File: config.mk
export PLATFORM = sky130hd
export DESIGN_NAME = mem_bus_adapter
export DESIGN_NICKNAME = d
export VERILOG_FILES = /design/src/rtl/mem_bus_adapter.sv
export SDC_FILE = /design/constraint.sdc
export NUM_CORES = 1
export LEC_CHECK = 0
export BUFFER_PORTS_ARGS = -buffer_cell sky130_fd_sc_hd__buf_2
export CORE_ASPECT_RATIO = 1.5
export CORE_MARGIN = 5
export CORE_UTILIZATION = 50
export DETAILED_ROUTE_END_ITERATION = 8
export GPL_ROUTABILITY_DRIVEN = 0
export MAX_ROUTING_LAYER = met4
export PLACE_DENSITY = 0.84
export SLEW_MARGIN = 20
export SYNTH_ARGS = -nofsm -noshare
export SYNTH_HDL_FRONTEND = slang
export SYNTH_SLANG_ARGS = --single-unit
File: constraint.sdc
create_clock -name clk -period 1.9 [get_ports clk]
set_input_delay 0.285 -clock clk [delete_from_list [all_inputs] [get_ports clk]]
set_output_delay 0.285 -clock clk [all_outputs]
set_load 0.05 [all_outputs]
File: src/rtl/mem_bus_adapter.sv
`default_nettype none
// ============================================================================
// Module      : mem_bus_adapter
// Description : Bridges a 6502-side single-beat req/ack bus onto memory_top's
//               rd_enable/wr_enable strobes. Decodes the address window, holds
//               off while memory_top is busy (including its post-reset init),
//               waits out the fixed read latency and acks the CPU.
//               Optional busy-wait timeout: define MEM_ADAPTER_TIMEOUT_EN.
// Revision    : 1.0 - initial release
// ============================================================================
module mem_bus_adapter #(
  parameter int                          DATA_WIDTH     = 8,
  parameter int                          ADDR_WIDTH     = 12,
  parameter int                          CPU_ADDR_WIDTH = 16,
  parameter logic [CPU_ADDR_WIDTH-1:0]   BASE_ADDR      = 16'h0000,
  parameter int                          RD_LATENCY     = 1,
  parameter logic [DATA_WIDTH-1:0]       OPEN_BUS_VALUE = 8'hFF,
  parameter int                          TIMEOUT_CYCLES = 1024
) (
  input  logic                      clk,
  input  logic                      reset,
  input  logic                      cpu_req,
  input  logic                      cpu_we,
  input  logic [CPU_ADDR_WIDTH-1:0] cpu_addr,
  input  logic [DATA_WIDTH-1:0]     cpu_wdata,
  output logic [DATA_WIDTH-1:0]     cpu_rdata,
  output logic                      cpu_ack,
  output logic                      cpu_err,
  output logic                      mem_rd_enable,
  output logic                      mem_wr_enable,
  output logic [ADDR_WIDTH-1:0]     mem_addr,
  output logic [DATA_WIDTH-1:0]     mem_wr_data,
  input  logic                      mem_busy,
  input  logic [DATA_WIDTH-1:0]     mem_rd_data
);

  // Elaboration-time sanity check on the latency/timeout settings.
  generate
    if (RD_LATENCY < 1 || TIMEOUT_CYCLES < 1) begin : g_bad_param
      $error("mem_bus_adapter: RD_LATENCY and TIMEOUT_CYCLES must be >= 1");
    end
  endgenerate

  localparam int LAT_W = $clog2(RD_LATENCY + 1);
  localparam int WIN   = 2 ** ADDR_WIDTH;

  // Window bounds kept one bit wider than the CPU address so a window that
  // ends at the top of the CPU address space does not wrap to zero.
  localparam logic [CPU_ADDR_WIDTH:0] C_BASE_EXT  = (CPU_ADDR_WIDTH + 1)'(BASE_ADDR);
  localparam logic [CPU_ADDR_WIDTH:0] C_LIMIT_EXT = C_BASE_EXT + (CPU_ADDR_WIDTH + 1)'(WIN);

  typedef enum logic [2:0] {
    S_INIT      = 3'd0,
    S_IDLE      = 3'd1,
    S_WAIT_BUSY = 3'd2,
    S_ISSUE     = 3'd3,
    S_WAIT_RD   = 3'd4,
    S_RESP      = 3'd5
  } state_t;

  state_t                  r_state;
  state_t                  w_state_next;
  logic                    r_init_seen;   // busy was low on the previous INIT cycle
  logic                    r_we;
  logic [DATA_WIDTH-1:0]   r_wdata;
  logic [ADDR_WIDTH-1:0]   r_mem_addr;
  logic [DATA_WIDTH-1:0]   r_cpu_rdata;
  logic [LAT_W-1:0]        r_lat_cnt;
  logic                    w_hit;
  logic [ADDR_WIDTH-1:0]   w_mem_addr;
  logic                    w_lat_done;
  logic                    w_to_expire;

  assign w_hit      = ({1'b0, cpu_addr} >= C_BASE_EXT) && ({1'b0, cpu_addr} < C_LIMIT_EXT);
  assign w_mem_addr = ADDR_WIDTH'(cpu_addr - BASE_ADDR);
  assign w_lat_done = (r_lat_cnt == LAT_W'(RD_LATENCY - 1));

`ifdef MEM_ADAPTER_TIMEOUT_EN
  localparam int TO_W = $clog2(TIMEOUT_CYCLES + 1);
  logic [TO_W-1:0] r_to_cnt;
  logic            r_err;
  assign w_to_expire = mem_busy && (r_to_cnt == TO_W'(TIMEOUT_CYCLES - 1));
`else
  assign w_to_expire = 1'b0;
`endif

  // State register.
  always_ff @(posedge clk or negedge reset) begin
    if (!reset) r_state <= S_INIT;
    else        r_state <= w_state_next;
  end

  // Next-state logic.
  always_comb begin
    w_state_next = r_state;
    case (r_state)
      S_INIT:      if (!mem_busy && r_init_seen) w_state_next = S_IDLE;
      S_IDLE:      if (cpu_req) begin
                     if (!w_hit)        w_state_next = S_RESP;
                     else if (mem_busy) w_state_next = S_WAIT_BUSY;
                     else               w_state_next = S_ISSUE;
                   end
      S_WAIT_BUSY: if (!mem_busy)       w_state_next = S_ISSUE;
                   else if (w_to_expire) w_state_next = S_RESP;
      S_ISSUE:     w_state_next = r_we ? S_RESP : S_WAIT_RD;
      S_WAIT_RD:   if (w_lat_done)      w_state_next = S_RESP;
      S_RESP:      w_state_next = S_IDLE;
      default:     w_state_next = S_INIT;
    endcase
  end

  // Request capture, latency/timeout counting and read-data return.
  always_ff @(posedge clk or negedge reset) begin
    if (!reset) begin
      r_init_seen <= 1'b0;
      r_we        <= 1'b0;
      r_wdata     <= '0;
      r_mem_addr  <= '0;
      r_cpu_rdata <= '0;
      r_lat_cnt   <= '0;
`ifdef MEM_ADAPTER_TIMEOUT_EN
      r_to_cnt    <= '0;
      r_err       <= 1'b0;
`endif
    end else begin
      r_init_seen <= (r_state == S_INIT) && !mem_busy;
      case (r_state)
        S_IDLE: if (cpu_req) begin
          r_we    <= cpu_we;
          r_wdata <= cpu_wdata;
          if (w_hit)        r_mem_addr  <= w_mem_addr;
          else if (!cpu_we) r_cpu_rdata <= OPEN_BUS_VALUE;
`ifdef MEM_ADAPTER_TIMEOUT_EN
          r_to_cnt <= '0;
          r_err    <= 1'b0;
`endif
        end
`ifdef MEM_ADAPTER_TIMEOUT_EN
        S_WAIT_BUSY: if (mem_busy) begin
          r_to_cnt <= r_to_cnt + TO_W'(1);
          if (w_to_expire) begin
            r_err <= 1'b1;
            if (!r_we) r_cpu_rdata <= OPEN_BUS_VALUE;
          end
        end
`endif
        S_ISSUE: r_lat_cnt <= '0;
        S_WAIT_RD: begin
          r_lat_cnt <= r_lat_cnt + LAT_W'(1);
          if (w_lat_done) r_cpu_rdata <= mem_rd_data;
        end
        default: ;
      endcase
    end
  end

  // Outputs decoded from the registered state, so they are glitch-free and 0 in reset.
  always_comb begin
    mem_rd_enable = (r_state == S_ISSUE) && !r_we;
    mem_wr_enable = (r_state == S_ISSUE) &&  r_we;
    cpu_ack       = (r_state == S_RESP);
`ifdef MEM_ADAPTER_TIMEOUT_EN
    cpu_err       = (r_state == S_RESP) && r_err;
`else
    cpu_err       = 1'b0;
`endif
    mem_addr      = r_mem_addr;
    mem_wr_data   = r_wdata;
    cpu_rdata     = r_cpu_rdata;
  end

endmodule
`default_nettype wire

* Yosys cells after proc, flatten, opt, wreduce, memory -nomap -nowiden
Index checks and enable logic that the tools add are counted.
Operators by class: bitwise operators 0, add/sub/neg operators 1, equal/unequal tests 11, multiply operators 0, magnitude comparators 1, div/mod/pow operators 0, shift-type cells 0, reduce and logical (&&, ||, !) cells 13, muxes and demuxes 14
Operators by type and width (count):
- $mux 8 | 4
- $pmux 3 s6 | 1
- $lt 16x13->1 const B | 1
- $pmux 8 s2 | 1
- $mux 3 | 5
- $ne 2x2->1 const B | 6
- $eq 3x2->1 const B | 2
- $eq 3x3->1 const B | 2
- $reduce_and 5->1 | 1
- $logic_and 1x1->1 | 4
- $reduce_and 4->1 | 1
- $reduce_bool 2->1 | 2
- $eq 3x1->1 const B | 1
- $logic_not 3->1 | 1
- $reduce_and 3->1 | 1
- $logic_not 1->1 | 2
- $mux 1 | 2
- $pmux 1 s2 | 1
- $reduce_and 2->1 | 1
- $add 1x1->1 const B | 1
Word-level totals: ROM bits 0, bits in writable memories 0, output and inout bits 32, memories 0, register bits 34, logic and storage cells 47, bits in latches 0

* Logic depth before layout (Yosys ltp)
Gate-level depths: netlist (run 1).
word-level depth 4, mapped depth 5

* Least setup slack after synthesis (run 1)
No wires, ideal clock.
path kind register to output, start register r_state[0], end output mem_rd_enable, buffers on the path 1, path slack 197 ps, data arrival time 1418 ps, cell stages (with the launch flop) 5, cell sequence dfrtp_1 buf_2 and2b_1 nand2_1 nor2_1
Between the ends: longest elaborated chain between the ends 2
RTL lines:
- start, declared | line 61 | state_t r_state;
- start signal, assigned | line 90 | else r_state <= w_state_next;
- $eq 3x2->1 | line 159 | mem_rd_enable = (r_state == S_ISSUE) && !r_we;
- $logic_and 1x1->1 | line 159
- end, declared | line 29 | output logic mem_rd_enable,
Every way passes these cells.

* Worst setup path in the final report (run 1)
start register r_state[2], end output mem_wr_enable
Between the ends: longest elaborated chain between the ends 2
RTL lines:
- $eq 3x2->1 | line 160 | mem_wr_enable = (r_state == S_ISSUE) && r_we;
- $logic_and 1x1->1 | line 160
- end, declared | line 30 | output logic mem_wr_enable,
Every way passes these cells.

==> flow_metrics.tcl, run 1 <==
set metrics [dict create \
    cts_tree "yes" \
    max_slew_margin_pct 49.75 \
    cp.arrival_ns 1.50 \
    avgSynthCellArea_sq_um 12.71 \
    outcome "complete, no violations" \
    wire_per_inst_um 16.30 \
    drtIter0Drc 39 \
    peakVddDrop_uv 1324 \
    clockBufferDepth 2 \
    hpwl_um 2896 \
    first_pass_iters 4 \
    vias 1237 \
    hold_viol 0 \
    yosysTopAreaCell "dfrtp_1" \
    skew_ns 0.008845 \
    htreeDepth 2 \
    grt_usage_pct 18.64 \
    use_met2_pct 30.81 \
    io_buffers 67 \
    drive_above_1_share_pct 56.08 \
    slowest_stage "dfrtp_2" \
    synth_seq_cells 34 \
    tightest_slew_ns 0.7537 \
    clock_sinks 34 \
    grt-busiest-layer "met2" \
    io_pins 69 \
    holdWs_ns 0.05799 \
    remaining_drc_errors 0 \
    crit_chain "and2b_1 -> and3_1 -> buf_2" \
    yosys.area.top_type_share_pct 55.33 \
    root_buffer "clkbuf_8" \
    rows 24 \
    netlist_area_sq_um 1538 \
    crit_required_ns 1.62 \
    totalWireLength_um 3716 \
    final_nets 225 \
    grt_start_max_net_pins 35 \
    synth-simple-area-share_pct 13.43 \
    slew_violations 0 \
    ant_nets 0 \
    die_area_sq_um 4307 \
    synthXorXnorAreaFrac_pct 0 \
    yosysSeqAreaShare_pct 55.33 \
    dieWidth_um 55.28 \
    synth.distinct_cells 34 \
    max_stage_delay_ns 0.48 \
    synth_area_leaders "dfrtp_1 (55%), mux2_4 (9.8%), mux2_2 (8.1%), a21oi_1 (3.3%), o22ai_1 (3.3%)" \
    tns_ns 0 \
    diodes 0 \
    first_global_vias 1330 \
    cp_max_fo 13 \
    hold_buffers 0 \
    synth_compound_area_share_pct 9.194 \
    maxCapViolCount 0 \
    synthMuxAreaShare_pct 18.47 \
    antenna_found_initial 0 \
    timing.final.crit_share_pct 93.80 \
    syn_to_final_growth_pct 30.11 \
    p_per_area_nw_per_um2 1920 \
    yosysWarnings 0 \
    end_kind "output pin" \
    final_common_cell "buf_2" \
    cts_buffers 5 \
    start_util_pct 52.25 \
    setup_viol 0 \
    synth_top_family_by_area "multiplexers" \
    crit_type "reg2out" \
    core_area_sq_um 2943 \
    grt_pass1_wl_um 6182 \
    gr-usage-met3_pct 5.482 \
    leakage_nw 0.9661 \
    clkTransAtPathRegs_ns 0.08 \
    min_path_type "in2async" \
    syn-num-nets 158 \
    grt_use_met1_pct 20.49 \
    worstSkewPairLatency_ns 0.29 \
    max_freq_ghz 0.5611 \
    final_cell_mix "buf_2 (66), dfrtp_1 (32), nor2_1 (12)" \
    globalRouteOverflowTotal 0 \
    grt_setup_unrepaired "false" \
    synth_fa_ha_area_share_pct 0 \
    die_height_um 77.92 \
    finalCriticalPeriod_ns 1.782 \
    vias_per_cell 5.425 \
    worst_setup_path_start_kind "flop" \
    syn_inst 121 \
]
==> cell families after synthesis <==
logic type | after synthesis
flops | 34
other cells | 1
mux | 22
buf+inv | 9
compound gates | 23
simple gates | 32
==> final cells by class <==
class	count	area, sq um
clock inverter	3	45.04
tap	39	48.80
fill	237	942.2
clock buffer	5	68.82
multi-input combinational	78	635.6
timing repair buffer	68	345.3
sequential	34	853.3
inverter	1	3.754
==> where the power goes <==
| part | switching, mW | total [mW] | internal, mW |
|---|---|---|---|
| combinational | 1.37 | 1.92 | 0.549 |
| sequential | 0.224 | 1.26 | 1.03 |
| clock | 0.279 | 0.669 | 0.390 |
==> final timing paths <==
| kind | startpoint | endpoint | slack (ns) | cells after the start |
|---|---|---|---|---|
| max | r_state[2] | mem_wr_enable | 0.12 | 3 |
| min | reset | mem_addr[7] | 0.06 | 1 |
| max reg2reg | r_state[1] | mem_addr[11] | 0.26 | 3 |
| min reg2reg | mem_wr_data[5] | mem_wr_data[5] | 0.51 | 1 |
| max in group asynchronous | reset | r_state[0] | 1.31 | 1 |
| min in group clk | mem_busy | r_init_seen | 0.19 | 2 |
==> Yosys cell counts <==
master / count
nor4_4: 1
conb_1: 1
buf_4: 1
nand2_1: 3
inv_1: 1
and4bb_2: 1
a21boi_0: 1
mux2_4: 10
mux2i_1: 1
buf_2: 5
nand3_1: 1
o311a_1: 1
o22ai_1: 8
a21oi_1: 10
and2b_1: 1
nor2b_1: 2
dfrtp_1: 34
nor3_1: 1
clkbuf_1: 1
nand4_1: 1
nor2_1: 12
nor3b_2: 1
a21o_1: 1
or4_4: 1
nand2b_1: 1
a22o_1: 1
nor4_1: 1
mux2_2: 11
and3_1: 2
or4b_1: 1
o31ai_1: 1
nand4b_2: 1
buf_6: 1
nand2_2: 1
==> through the flow <==
stage | setup slack, ns | std cells | total power, mW | util (%) | instance area, sq um
floorplan | 0.1970 | 121 | 2.709 | - | 1538
global placement | 0.3448 | 220 | 3.124 | 63.95 | 1882
detailed placement | 0.2497 | 220 | 3.195 | 63.95 | 1882
CTS | 0.04431 | 228 | 3.864 | 67.81 | 1996
global route | 0.04976 | 228 | 4.023 | 67.98 | 2001
finish | 0.1178 | 228 | 3.842 | 67.98 | 2001
==> state kept, by name, indices dropped and copies added (netlist names) <==
register and flops:
cpu_rdata 8, r_we 1, r_init_seen 1, r_state 3
mem_addr 12, r_lat_cnt 1, mem_wr_data 8
==> what timing repair did <==
item | 4_1_cts | 5_1_grt
gates resized for setup | 0 | 4
setup endpoints to repair | 0 | 3
setup buffers | 0 | 0
==> worst max-delay path: cells and delay by family, from the launching register on <==
family        cells  cell delay, ns
flops             1            0.48
buf+inv           1            0.26
simple gates      2            0.46
==> per-layer routing <==
layer | up-vias | part of all wire (%)
met5 | - | 0
met4 | 0 | 2.3
met3 | 12 | 8.3
met2 | 70 | 53
met1 | 588 | 36
li1 | 567 | -
(Power assumes the default switching activity.)
==> run 2, diff against run 1 <==
--- a/config.mk
+++ b/config.mk
@@ -12,7 +12,7 @@
 export DETAILED_ROUTE_END_ITERATION = 8
 export GPL_ROUTABILITY_DRIVEN = 0
 export MAX_ROUTING_LAYER = met4
-export PLACE_DENSITY = 0.84
+export PLACE_DENSITY = 0.86
 export SLEW_MARGIN = 20
 export SYNTH_ARGS = -nofsm -noshare
 export SYNTH_HDL_FRONTEND = slang
==> flow_metrics.tcl, run 2 (synthesis results as in run 1) <==
set metrics [dict create \
    outcome "complete, no violations" \
    wire_per_inst_um 15.98 \
    remaining_drc_errors 0 \
    tns_ns 0 \
    largest_register_ffs 12 \
    io_buffers 67 \
    die_area_sq_um 4307 \
    die_height_um 77.92 \
    antenna_found_initial 0 \
    clockBufferDepth 2 \
    grt_pass1_wl_um 6065 \
    tightest_slew_ns 0.7420 \
    syn_to_final_growth_pct 28.89 \
    maxCapViolCount 0 \
    hpwl_um 2788 \
    clock_sinks 34 \
    vias 1261 \
    max_slew_margin_pct 50.53 \
    dieWidth_um 55.28 \
    totalWireLength_um 3643 \
    vias_per_cell 5.531 \
    hold_buffers 0 \
    postPlaceCellArea_sq_um 1882 \
    globalRouteOverflowTotal 0 \
    final_cell_mix "buf_2 (66), dfrtp_1 (32), nor2_1 (12)" \
    crit_required_ns 1.62 \
    cp_max_fo 13 \
    grt_usage_pct 18.63 \
    max_freq_ghz 0.5489 \
    peakVddDrop_uv 1185 \
    setup_viol 0 \
    timing.final.ws_setup_ns 0.07812 \
    cp.arrival_ns 1.54 \
    pre_cts_ws_ns 0.2722 \
    first_global_vias 1272 \
    end_kind "output pin" \
    skew_ns 0.005322 \
    worstSkewPairLatency_ns 0.28 \
    first_pass_iters 4 \
    core_area_sq_um 2943 \
    crit_type "reg2out" \
    worst_setup_path_start_kind "flop" \
    p_per_area_nw_per_um2 1867 \
    cts_tree "yes" \
    slew_violations 0 \
    clkTransAtPathRegs_ns 0.07 \
    io_pins 69 \
    slowest_stage "dfrtp_1" \
    max_stage_delay_ns 0.51 \
    timing.final.crit_share_pct 95.89 \
    finalCriticalPeriod_ns 1.822 \
    drtIter0Drc 42 \
    instances_no_fill 228 \
    start_util_pct 52.25 \
    grt_setup_unrepaired "false" \
    root_buffer "clkbuf_8" \
    drive_above_1_share_pct 55.56 \
    cts_buffers 5 \
    hold_viol 0 \
    rows 24 \
    dp.cells 220 \
    diodes 0 \
    ant_nets 0 \
    final_common_cell "buf_2" \
    fin_util_pct 67.35 \
    htreeDepth 2 \
    final_nets 225 \
    leakage_nw 0.9629 \
    stdcell_area_sq_um 1982 \
    crit_chain "and2b_1 -> and3_1 -> buf_2" \
    grt_start_max_net_pins 35 \
    min_path_type "in2async" \
]
run 2: cell types whose count changed in the layout (fill, tap and decap cells not counted):
cell,change
inv_2,-1
bufinv_16,-1
clkbuf_1,+1
clkinvlp_4,-1
clkbuf_8,+1
clkinv_2,+1
run 2: layer usage:
| metal | track usage [%] | up-vias | share of wire [%] |
|---|---|---|---|
| met3 | 6.478 | 14 | 7.7 |
| met2 | 31.40 | 67 | 53 |
| met5 | - | - | 0 |
| met4 | 8.029 | 0 | 2.7 |
| met1 | 19.60 | 613 | 36 |
| li1 | - | 567 | - |
run 2: power by group:
part,leakage (nW),total [mW],internal (mW),switching (mW)
Clock,0.0482,0.539,0.292,0.247
Sequential,0.394,1.25,1.03,0.220
Combinational,0.521,1.91,0.549,1.36
run 2: stage by stage:
stage          power, mW  hold WS, ns
2_1_floorplan      2.709     -0.01059
3_5_place_dp       3.181       0.3817
6_report           3.700      0.05992
4_1_cts            3.723      0.07506
5_1_grt            3.883       0.1183
3_3_place_gp       3.117       0.3730
run 2: area by class of cell:
class	instances	area (sq um)
clock buffers	7	86.33
clock inverters	1	5.005
fillers	246	960.9
inverters	1	7.507
multi-input cells	78	635.6
flip-flops and latches	34	853.3
well taps	39	48.80
repair buffers	68	345.3
run 2: worst max-delay path: cells and delay by family, from the launching register on:
family	cells	cell delay, ns
buf+inv	1	0.26
flops	1	0.51
simple gates	2	0.49
run 2: final timing paths:
check | from | to | slack, ns | cells after the start
setup / recovery | r_state[2] | mem_wr_enable | 0.08 | 3
hold / removal | reset | mem_wr_data[6] | 0.06 | 1
setup reg to reg | r_state[2] | mem_addr[0] | 0.25 | 3
hold reg to reg | mem_wr_data[0] | mem_wr_data[0] | 0.51 | 1
max in group asynchronous | reset | r_state[0] | 1.32 | 1
min in group clk | mem_busy | r_init_seen | 0.19 | 2
run 2: repair_timing:
item / 4_1_cts / 5_1_grt
setup endpoints to repair: 0 / 3
resized for setup: 0 / 4
buffers inserted: 0 / 0
==> run 3, diff against run 2 <==
--- a/config.mk
+++ b/config.mk
@@ -11,6 +11,7 @@
 export CORE_UTILIZATION = 50
 export DETAILED_ROUTE_END_ITERATION = 8
 export GPL_ROUTABILITY_DRIVEN = 0
+export HOLD_SLACK_MARGIN = 0.1
 export MAX_ROUTING_LAYER = met4
 export PLACE_DENSITY = 0.86
 export SLEW_MARGIN = 20
==> flow_metrics.tcl, run 3 (synthesis results as in run 1) <==
set metrics [dict create \
    root_buffer "clkbuf_8" \
    tns_ns 0 \
    leakage_nw 0.9671 \
    hold_viol 0 \
    globalRouteOverflowTotal 0 \
    cts_buffers 5 \
    rows 24 \
    instances_no_fill 229 \
    remaining_drc_errors 0 \
    end_kind "output pin" \
    dp.cells 220 \
    htreeDepth 2 \
    vias_per_cell 5.384 \
    drive_above_1_share_pct 55.26 \
    max_freq_ghz 0.5494 \
    vias 1233 \
    max_slew_margin_pct 50.23 \
    min_path_cells 2 \
    peakVddDrop_uv 1184 \
    largest_register_ffs 12 \
    clkTransAtPathRegs_ns 0.06 \
    syn_to_final_growth_pct 29.54 \
    cp.arrival_ns 1.54 \
    p_per_area_nw_per_um2 1859 \
    finalCriticalPeriod_ns 1.820 \
    die_area_sq_um 4307 \
    slew_violations 0 \
    first_global_vias 1266 \
    crit_required_ns 1.62 \
    wire_per_inst_um 15.92 \
    final_nets 226 \
    clock_sinks 34 \
    skew_ns 0.005391 \
    grt_start_max_net_pins 35 \
    worstSkewPairLatency_ns 0.28 \
    fillers 244 \
    post_cts_buffers 0 \
    dieWidth_um 55.28 \
    drtIter0Drc 31 \
    io_pins 69 \
    cp_max_fo 13 \
    first_pass_iters 4 \
    grt_setup_unrepaired "false" \
    worst_setup_path_start_kind "flop" \
    setup_viol 0 \
    reg2regPathDepth 3 \
    die_height_um 77.92 \
    grt_pass1_wl_um 6051 \
    start_util_pct 52.25 \
    min_path_type "in2reg" \
    outcome "complete, no violations" \
    maxCapViolCount 0 \
    core_area_sq_um 2943 \
    final_common_cell "buf_2" \
    io_buffers 67 \
    cts_tree "yes" \
    antenna_found_initial 0 \
    timing.final.crit_share_pct 95.80 \
    clockBufferDepth 2 \
    tightest_slew_ns 0.7466 \
    final_cell_mix "buf_2 (66), dfrtp_1 (32), nor2_1 (12)" \
    diodes 0 \
    totalWireLength_um 3645 \
    hpwl_um 2788 \
    grt_usage_pct 18.60 \
    crit_type "reg2out" \
    ant_nets 0 \
]
-- run 3: cell type report --
type | instances | area, sq um | share of cell area (%)
inverters | 1 | 7.507 | 0.3769
clock buffers | 7 | 86.33 | 4.334
multi-input cells | 78 | 635.6 | 31.91
repair buffers | 69 | 355.3 | 17.84
flip-flops and latches | 34 | 853.3 | 42.84
clock inverters | 1 | 5.005 | 0.2513
well taps | 39 | 48.80 | 2.450
-- run 3: power breakdown --
group	total [mW]	leakage [nW]	internal [mW]	switching, mW
logic	1.91	0.525	0.550	1.36
clock network	0.540	0.0482	0.292	0.248
registers	1.25	0.394	1.03	0.222
total	3.70	0.967	1.87	1.83
-- run 3: what timing repair did --
action / 4_1_cts / 5_1_grt
gates resized for setup: 0 / 4
hold buffers: 1 / 0
endpoints found under the setup margin: 0 / 3
endpoints found under the hold margin: 34 / 0
-- run 3: metrics by stage --
| stage | hold WS [ns] | utilization [%] | total power [mW] | worst slack, ns | cell area [sq um] |
|---|---|---|---|---|---|
| after floorplan | -0.01059 | - | 2.709 | 0.1970 | 1538 |
| after global placement | 0.3730 | 63.95 | 3.117 | 0.3361 | 1882 |
| after detailed placement | 0.3817 | 63.95 | 3.181 | 0.2722 | 1882 |
| after CTS | 0.1900 | 67.39 | 3.725 | 0.03170 | 1983 |
| after global routing | 0.2013 | 67.69 | 3.884 | 0.009123 | 1992 |
| final | 0.1939 | 67.69 | 3.703 | 0.07975 | 1992 |
-- run 3: metal layers --
layer / track usage [%] / part of all wire (%) / up-vias
met5: - / 0 / -
met4: 8.029 / 2.1 / 0
met3: 6.478 / 7.5 / 6
met2: 31.40 / 53 / 57
met1: 19.49 / 37 / 600
li1: - / - / 570
-- run 3: worst paths after layout --
kind | start | to | slack, ns
min in group asynchronous | reset | mem_addr[2] | 0.59
worst min register to register | mem_wr_data[0] | mem_wr_data[0] | 0.51
worst min-delay path | mem_busy | r_init_seen | 0.19
max in group asynchronous | reset | r_state[0] | 0.78
worst max register to register | r_state[2] | mem_addr[0] | 0.25
worst max-delay path | r_state[2] | mem_wr_enable | 0.08
-- run 3: worst max-delay path, stage by stage, from the launching register on --
cell	delay, ns
dfrtp_1	0.51
and2b_1	0.32
and3_1	0.17
buf_2	0.26
